[config.mk]
export PLATFORM = sky130hd
export DESIGN_NAME = cnn_win_gen
export DESIGN_NICKNAME = d
export VERILOG_FILES = /design/src/rtl/cnn_win_gen.sv
export SDC_FILE = /design/constraint.sdc
export NUM_CORES = 1
export LEC_CHECK = 0
export BUFFER_PORTS_ARGS = -buffer_cell sky130_fd_sc_hd__buf_2
export CAP_MARGIN = 40
export CORE_ASPECT_RATIO = 0.75
export CORE_UTILIZATION = 40
export CTS_BUF_LIST = sky130_fd_sc_hd__clkbuf_16
export CTS_CLUSTER_DIAMETER = 80
export DETAILED_ROUTE_END_ITERATION = 6
export GPL_TIMING_DRIVEN = 0
export PLACE_DENSITY = 0.56
export SLEW_MARGIN = 30
export SYNTH_ARGS = -nofsm -noshare
export SYNTH_HDL_FRONTEND = slang
export SYNTH_SLANG_ARGS = --single-unit
export TNS_END_PERCENT = 5
[constraint.sdc]
create_clock -name clk -period 2.4 [get_ports clk]
set_input_delay 0.36 -clock clk [delete_from_list [all_inputs] [get_ports clk]]
set_output_delay 0.36 -clock clk [all_outputs]
set_load 0.01 [all_outputs]
[src/rtl/cnn_win_gen.sv]
// rtl/cnn_win_gen.sv - streaming 3x3 window generator over two line buffers; define CNN_WIN_CNT_EN to add the win_cnt output
module cnn_win_gen #(
    parameter int IMG_W = 28,
    parameter int IMG_H = 28
) (
    input  logic       clk,
    input  logic       rst,
    input  logic       clr,
    input  logic       pix_in,
    input  logic       pix_vld,
    output logic       pix_rdy,
    output logic [8:0] win,
    output logic       win_vld,
    input  logic       win_rdy,
`ifdef CNN_WIN_CNT_EN
    output logic [9:0] win_cnt,
`endif
    output logic       frame_done
);
    localparam int CW = $clog2(IMG_W);
    localparam int RW = $clog2(IMG_H);
    localparam logic [CW-1:0] COL_LAST = CW'(IMG_W - 1);
    localparam logic [RW-1:0] ROW_LAST = RW'(IMG_H - 1);

    typedef enum logic [1:0] {FILL, RUN, DRAIN, DONE} state_t;

    state_t           state_q, state_d;
    logic [CW-1:0]    col_q, col_d;
    logic [RW-1:0]    row_q, row_d;
    logic [8:0]       win_q, win_d;
    logic             win_vld_q, win_vld_d;
    logic             frame_done_q, frame_done_d;
    logic [IMG_W-1:0] lb0_q, lb0_d;
    logic [IMG_W-1:0] lb1_q, lb1_d;
    logic [8:0]       sr_q, sr_d;
    logic             hs, acc, emit, last_col, last_row;

    assign last_col = (col_q == COL_LAST);
    assign last_row = (row_q == ROW_LAST);
    // clr swallows a coincident pixel so a restarted frame never sees it
    assign acc      = pix_vld & pix_rdy & ~clr;
    assign emit     = acc & (row_q >= RW'(2)) & (col_q >= CW'(2));

    // FSM outputs: accept readiness and the window handshake
    always_comb begin
        pix_rdy = (state_q != DONE) & (~win_vld_q | win_rdy);
        hs      = win_vld_q & win_rdy;
    end

    // FSM next state: FILL until two rows are buffered, RUN to the last pixel, DRAIN until the last window leaves
    always_comb begin
        state_d = state_q;
        if (clr) begin
            state_d = FILL;
        end else begin
            case (state_q)
                FILL:    if (acc && row_q == RW'(1) && last_col) state_d = RUN;
                RUN:     if (acc && last_row && last_col) state_d = DRAIN;
                DRAIN:   if (hs) state_d = DONE;
                default: state_d = DONE;
            endcase
        end
    end

    // Line buffers and window shift register: new right column is {lb1[col], lb0[col], pix_in}
    always_comb begin
        lb0_d = lb0_q;
        lb1_d = lb1_q;
        sr_d  = sr_q;
        if (acc) begin
            sr_d = {pix_in, sr_q[8:7], lb0_q[col_q], sr_q[5:4], lb1_q[col_q], sr_q[2:1]};
            lb1_d[col_q] = lb0_q[col_q];
            lb0_d[col_q] = pix_in;
        end
    end

    // Raster position, output window register and frame_done pulse
    always_comb begin
        col_d        = col_q;
        row_d        = row_q;
        win_d        = win_q;
        win_vld_d    = win_vld_q;
        frame_done_d = 1'b0;
        if (clr) begin
            col_d     = '0;
            row_d     = '0;
            win_vld_d = 1'b0;
        end else begin
            if (acc) begin
                if (last_col) begin
                    col_d = '0;
                    row_d = last_row ? '0 : row_q + RW'(1);
                end else begin
                    col_d = col_q + CW'(1);
                end
            end
            if (emit) begin
                win_d     = sr_d;
                win_vld_d = 1'b1;
            end else if (hs) begin
                win_vld_d = 1'b0;
            end
            frame_done_d = (state_q == DRAIN) & hs;
        end
    end

    // Control and output registers
    always_ff @(posedge clk or posedge rst) begin
        if (rst) begin
            state_q      <= FILL;
            col_q        <= '0;
            row_q        <= '0;
            win_q        <= '0;
            win_vld_q    <= 1'b0;
            frame_done_q <= 1'b0;
        end else begin
            state_q      <= state_d;
            col_q        <= col_d;
            row_q        <= row_d;
            win_q        <= win_d;
            win_vld_q    <= win_vld_d;
            frame_done_q <= frame_done_d;
        end
    end

    // Pixel storage carries no reset; rows 0-1 overwrite it before any window uses it
    always_ff @(posedge clk) begin
        lb0_q <= lb0_d;
        lb1_q <= lb1_d;
        sr_q  <= sr_d;
    end

    assign win        = win_q;
    assign win_vld    = win_vld_q;
    assign frame_done = frame_done_q;

`ifdef CNN_WIN_CNT_EN
    logic [9:0] win_cnt_q, win_cnt_d;

    // Saturating count of windows handed off in this frame
    always_comb begin
        win_cnt_d = win_cnt_q;
        if (clr) win_cnt_d = '0;
        else if (hs && win_cnt_q != 10'h3FF) win_cnt_d = win_cnt_q + 10'd1;
    end

    // Window counter register
    always_ff @(posedge clk or posedge rst) begin
        if (rst) win_cnt_q <= '0;
        else     win_cnt_q <= win_cnt_d;
    end

    assign win_cnt = win_cnt_q;
`endif
endmodule

* Word-level counts from Yosys, hierarchy flattened
Cells that the tools add are included.
Cells by class: $add $sub $neg 2, magnitude comparators 4, equality and inequality tests 9, muxes and demuxes 25, bitwise gates (word level) 10, reductions and logical operators 12
Operator list (number):
- 28-bit bitwise mux | 2
- 5-bit 2-to-1 mux | 7
- 5-bit by 1-bit adder with 5-bit output (second input constant) | 2
- 1-bit binary-select mux with 5-bit select | 2
- 5-bit == test (second input constant) | 2
- 5-bit by 2-bit greater-or-equal comparator with 1-bit output (second input constant) | 2
- 9-bit 2-to-1 mux | 1
- 3-bit inequality test (second input constant) | 3
- 2-bit 2-to-1 mux | 4
- 1-bit AND | 7
- 1-bit 2-to-1 mux | 7
- 5-bit by 6-bit < comparator with 1-bit output (second input constant) | 1
- 2-bit one-hot mux with 3 select lines | 1
- 1-bit demux with 5-bit select | 1
- 5-bit by 1-bit == test with 1-bit output (second input constant) | 1
- 5-bit by 1-bit greater-or-equal comparator with 1-bit output (second input constant) | 1
- 1-bit logical AND | 5
- 2-bit AND reduction | 2
- 2-bit nonzero test | 2
- 3-bit AND reduction | 1
- 3-bit nonzero test | 1
- 2-bit by 1-bit == test with 1-bit output (second input constant) | 1
- 2-bit == test (second input constant) | 1
- 2-bit zero test | 1
- 3 further kinds | 4
Storage, ports and cells: register bits 88, output and inout port bits 12

* Longest topological paths before layout
depth after elaboration 10, gate-level depth with buffers 9

* Least setup slack after synthesis
OpenSTA, ideal clock, no wires.
path type register to register, from register col_q[0], to register win_q[0] (netlist: win[0]), data arrival time 2378 ps, slack -103 ps, stages on the path, launching flop included 10, path through dfrtp_1 -> buf_2 -> buf_2 -> buf_2 -> inv_1 -> ha_1 -> o32a_4 -> and2_1 -> buf_6 -> mux2_4
On the way: cells in the longest elaborated chain, start to end 3
RTL lines:
- from (decl) | line 28 | logic [CW-1:0] col_q, col_d;
- from (signal assigned) | line 118 | col_q <= col_d;
- 5-bit by 2-bit greater-or-equal comparator with 1-bit output | line 42 | assign emit = acc & (row_q >= RW'(2)) & (col_q >= CW'(2));
- 1-bit AND | line 42
- 2-bit AND reduction (no line)
- to (signal assigned) | line 120 | win_q <= win_d;
- to (decl) | line 30 | logic [8:0] win_q, win_d;
No other way between the ends. A chain may end at the register's enable or synchronous reset.

* Worst setup path in the final report
from register col_q[0], to register lb1_q[12], data pin
On the way: cells in the longest elaborated chain, start to end 5, elaborated cells on any way between the ends 8, classes of those cells order compare (2); mux (5); reduce/logical (1)
RTL lines:
- 5-bit by 6-bit < comparator with 1-bit output (not written as such) / 5-bit by 1-bit greater-or-equal comparator with 1-bit output (equally long branches) | line 72 | lb1_d[col_q] = lb0_q[col_q];
- 1-bit logical AND (not written as such) | line 72
- 1-bit 2-to-1 mux (not written as such) | line 72
- 1-bit demux with 5-bit select | line 72
- 28-bit bitwise mux * | line 72
- to (signal assigned) | line 129 | lb1_q <= lb1_d;
- to (decl) | line 34 | logic [IMG_W-1:0] lb1_q, lb1_d;
Mark *: on every way between the ends. The rest lies on a longest branch, timed or not. The select of a mux whose other input is x is not followed.

==> results.md <==
- Status: finished, final reports clean
- R2r endpoint: lb1_q[12]$_DFFE_PP_
- Share of synthesized registers carrying an async set or reset: 26.1%
- Count leader, synth: edfxtp_1
- Final ANT Viol Nets: 0
- Worst-path clk slew: 0.06 ns
- GR Util All Layers: 18.0%
- Detail-routed net length per standard cell: 18.2 um
- CP Max Fanout: 14
- Hold Fails Final Rpt: 0
- Area Growth Syn to Fin: 15.0%
- Total Wirelength: 8.35 mm
- Maximum clock path buffer count: 2
- Core Rows: 30
- Fin crit share: 96.3%
- Register area: 2440 um2
- Crit-path cells: buf_4 > mux4_2 > or2_2 > a31oi_2 > nand2_2
- Drt pass-1 iters: 6
- Post-DP HPWL: 5.68 mm
- Synth top area share: 42.7%
- Non-filler cells, final: 459
- CP max-delay cell: mux4_2
- Max-cap viol count: 0
- PwrDens: 691 nW/um2
- CP required: 2.42 ns
- RD Place Congestion: 0.800
- Fmax: 433 MHz
- CTS H-tree depth: 3
- Yosys warnings: 0
- Area of the multi-input gates: 1400 um2
- Initial antenna violation count: 0
- # setup viols final: 0
- Vias per Instance: 5.39
- Worst slack, placed: -0.879 ns
- Layout Nets: 339
- Clock Skew: 0.00580 ns
- Slew Limit Fails: 0
- Setup CP Type: register to register
- Num CTS Buffers: 9
- Post-synthesis cell type count: 49
- IO Port Bufs: 17
- Design Area, Final: 4530 um2
- Clock tree sinks: 88
- Layout cell share with drive strength beyond 1: 22.4%
- Clock latency on the worst-skew pair: 0.34 ns
- Placed cell area: 4210 um2
- Total Neg Setup Slack: 0 ns
- CP Data Arrival Time: 2.33 ns
- Crit. End Element: register
- Diodes inserted: 0
- Placed Cells: 441
- Die extent in y: 87.9 um
- Unrepaired setup endpoints after global routing: yes
- Syn nets: 308
- Synth cell count leaders: 56 x edfxtp_1, 31 x nor2_1, 23 x dfrtp_1
- Worst setup margin: 0.0881 ns
- TritonCTS clock tree: done
- Worst hold path class: primary input to asynchronous set/reset pin
- Flops & latches, synth: 88
- Worst-Margin Slew: 0.540 ns
- Slew margin rel.: 64.0%
- Via count: 2,475
- Crit path from: col_q[0]$_DFFE_PP0P_
- Layout fillers: 864
- Post-Synthesis Cells: 295
- Syn Std Cell Area: 3940 um2
- Top post-synthesis cells by area: edfxtp_1 43%, dfrtp_1 15%, dfxtp_1 4.6%
- Leakage power: 1.66 nW
- Number of synthesized flops with an enable pin: 56
- Top FF cell, synth: edfxtp_1
- I/O Pins: 18
- Core Region: 9310 um2
- First-pass GRT wire length: 13.0 mm
- Hold-fix buffers, CTS: 0
- Worst path max stage delay: 0.51 ns
- Syn_area_per_cell: 13.3 um2
- Fin crit period: 2.31 ns
- R2r setup slk: 0.09 ns
- Post-synthesis sequential area ratio: 61.9%
- Vias in the first global route: 2,281
- Initial Utilization: 42.3%
- Reg2Reg Launch Point: col_q[0]$_DFFE_PP0P_
- Die Width: 117 um
- Peak VDD IR: 0.000440 V
- Synth area leader: edfxtp_1
- DR iter-0 viols: 184
- Largest net degree at the start of global routing: 30
- Root buf cell: clkbuf_16
- Die area: 10,200 um2
- R2R depth: 5
- CP startpoint kind: register
- Gr ovfl total: 0
- DRC Markers: 0
## power by group
group          total (mW)  leakage [nW]  internal, mW  switching (mW)
Clock                1.22         0.136         0.681           0.536
Combinational       0.223         0.632        0.0938           0.129
Sequential           1.69         0.894          1.67          0.0197
## layer usage
metal  share of wire, %  GRT usage (%)  up-vias
li1                   -              -     1164
met1                 53           28.6     1243
met2                 41           22.8       56
met3                5.1           5.67       12
met4                1.5           5.52        0
met5                  0              0        -
## per-stage QoR
stage | utilization, % | power [mW] | hold slack [ns]
6_report | 48.6 | 3.13 | 0.0121
5_1_grt | 48.6 | 3.23 | 0.0404
4_1_cts | 48.5 | 3.15 | 0.0304
3_5_place_dp | 45.3 | 1.93 | 0.388
3_3_place_gp | 45.0 | 1.92 | 0.465
2_1_floorplan | - | 1.86 | 0.362
## critical path: cells and delay by family (launching register included)
| family | cells | cell delay (ns) |
|---|---|---|
| buf+inv | 1 | 0.23 |
| compound gates | 1 | 0.30 |
| simple gates | 2 | 0.56 |
| mux | 1 | 0.51 |
| flops | 1 | 0.38 |
## kinds of logic (layout without fill, tap and decap cells)
family                   count (synthesis)  in the layout  share of synthesized area, %
adder cells (fa/ha/maj)                  7              7                          2.22
buffers and inverters                   28             63                          3.34
multiplexers                            36             36                          12.2
XOR/XNOR                                 1              1                         0.223
flip-flops                              88             88                          61.9
AND/OR/NAND/NOR                        100            101                          13.4
AO/OA/AOI/OAI                           35             35                          6.71
## registers in the layout (all words and copies together), names as in the netlist
signal	flops
lb1_q	28
sr_q	9
state_q	2
row_q	5
win	9
win_vld	1
col_q	5
lb0_q	28
frame_done	1
## final cells by class
type                            count  share of cell area, %
Buffer                             15                   2.32
Clock inverter                      7                  0.718
Multi-Input combinational cell    180                   30.8
Clock buffer                        9                   4.97
Tap cell                          128                   3.54
Timing Repair Buffer               20                   2.82
Sequential cell                    88                   53.8
Inverter                           12                  0.995
## placed cells by master (no fill, tap or decap), types with 3 or more instances in the layout
cell type / instances
nand4b_1: 3
a21oi_1: 6
or2_2: 3
buf_2: 17
buf_6: 3
buf_4: 3
a31oi_1: 4
o21ai_0: 5
o32ai_1: 4
mux2_2: 7
nand3_1: 8
nor2b_1: 3
nand2b_1: 5
nor2_1: 31
edfxtp_1: 56
mux2i_1: 16
nand2_1: 19
clkbuf_2: 5
and3_1: 3
inv_1: 15
dfrtp_1: 23
clkbuf_1: 5
dfxtp_1: 9
mux2_4: 7
or3b_2: 3
nor3b_1: 5
ha_1: 7
clkbuf_16: 9
mux4_2: 6
## worst max-delay path by stage
| stage | to | slack (ns) | cells past startpoint |
|---|---|---|---|
| floorplan | lb1_q[0]$_DFFE_PP_ | 0.04 | 7 |
| global placement | lb1_q[26]$_DFFE_PP_ | -0.82 | 7 |
| detailed placement | lb1_q[24]$_DFFE_PP_ | -0.88 | 7 |
| CTS | win[8]$_DFFE_PP0P_ | 0.04 | 8 |
| global route | lb1_q[7]$_DFFE_PP_ | -0.03 | 5 |
| finish | lb1_q[12]$_DFFE_PP_ | 0.09 | 5 |
## repair_timing
item | 4_1_cts | 5_1_grt
setup buffers | 2 | 0
gates cloned | 1 | 0
endpoints found under the hold margin | 0 | 0
endpoints found under the setup margin | 90 | 59
pin swaps | 2 | 1
gates resized for setup | 9 | 8
Power figures use the tool's default switching activity.
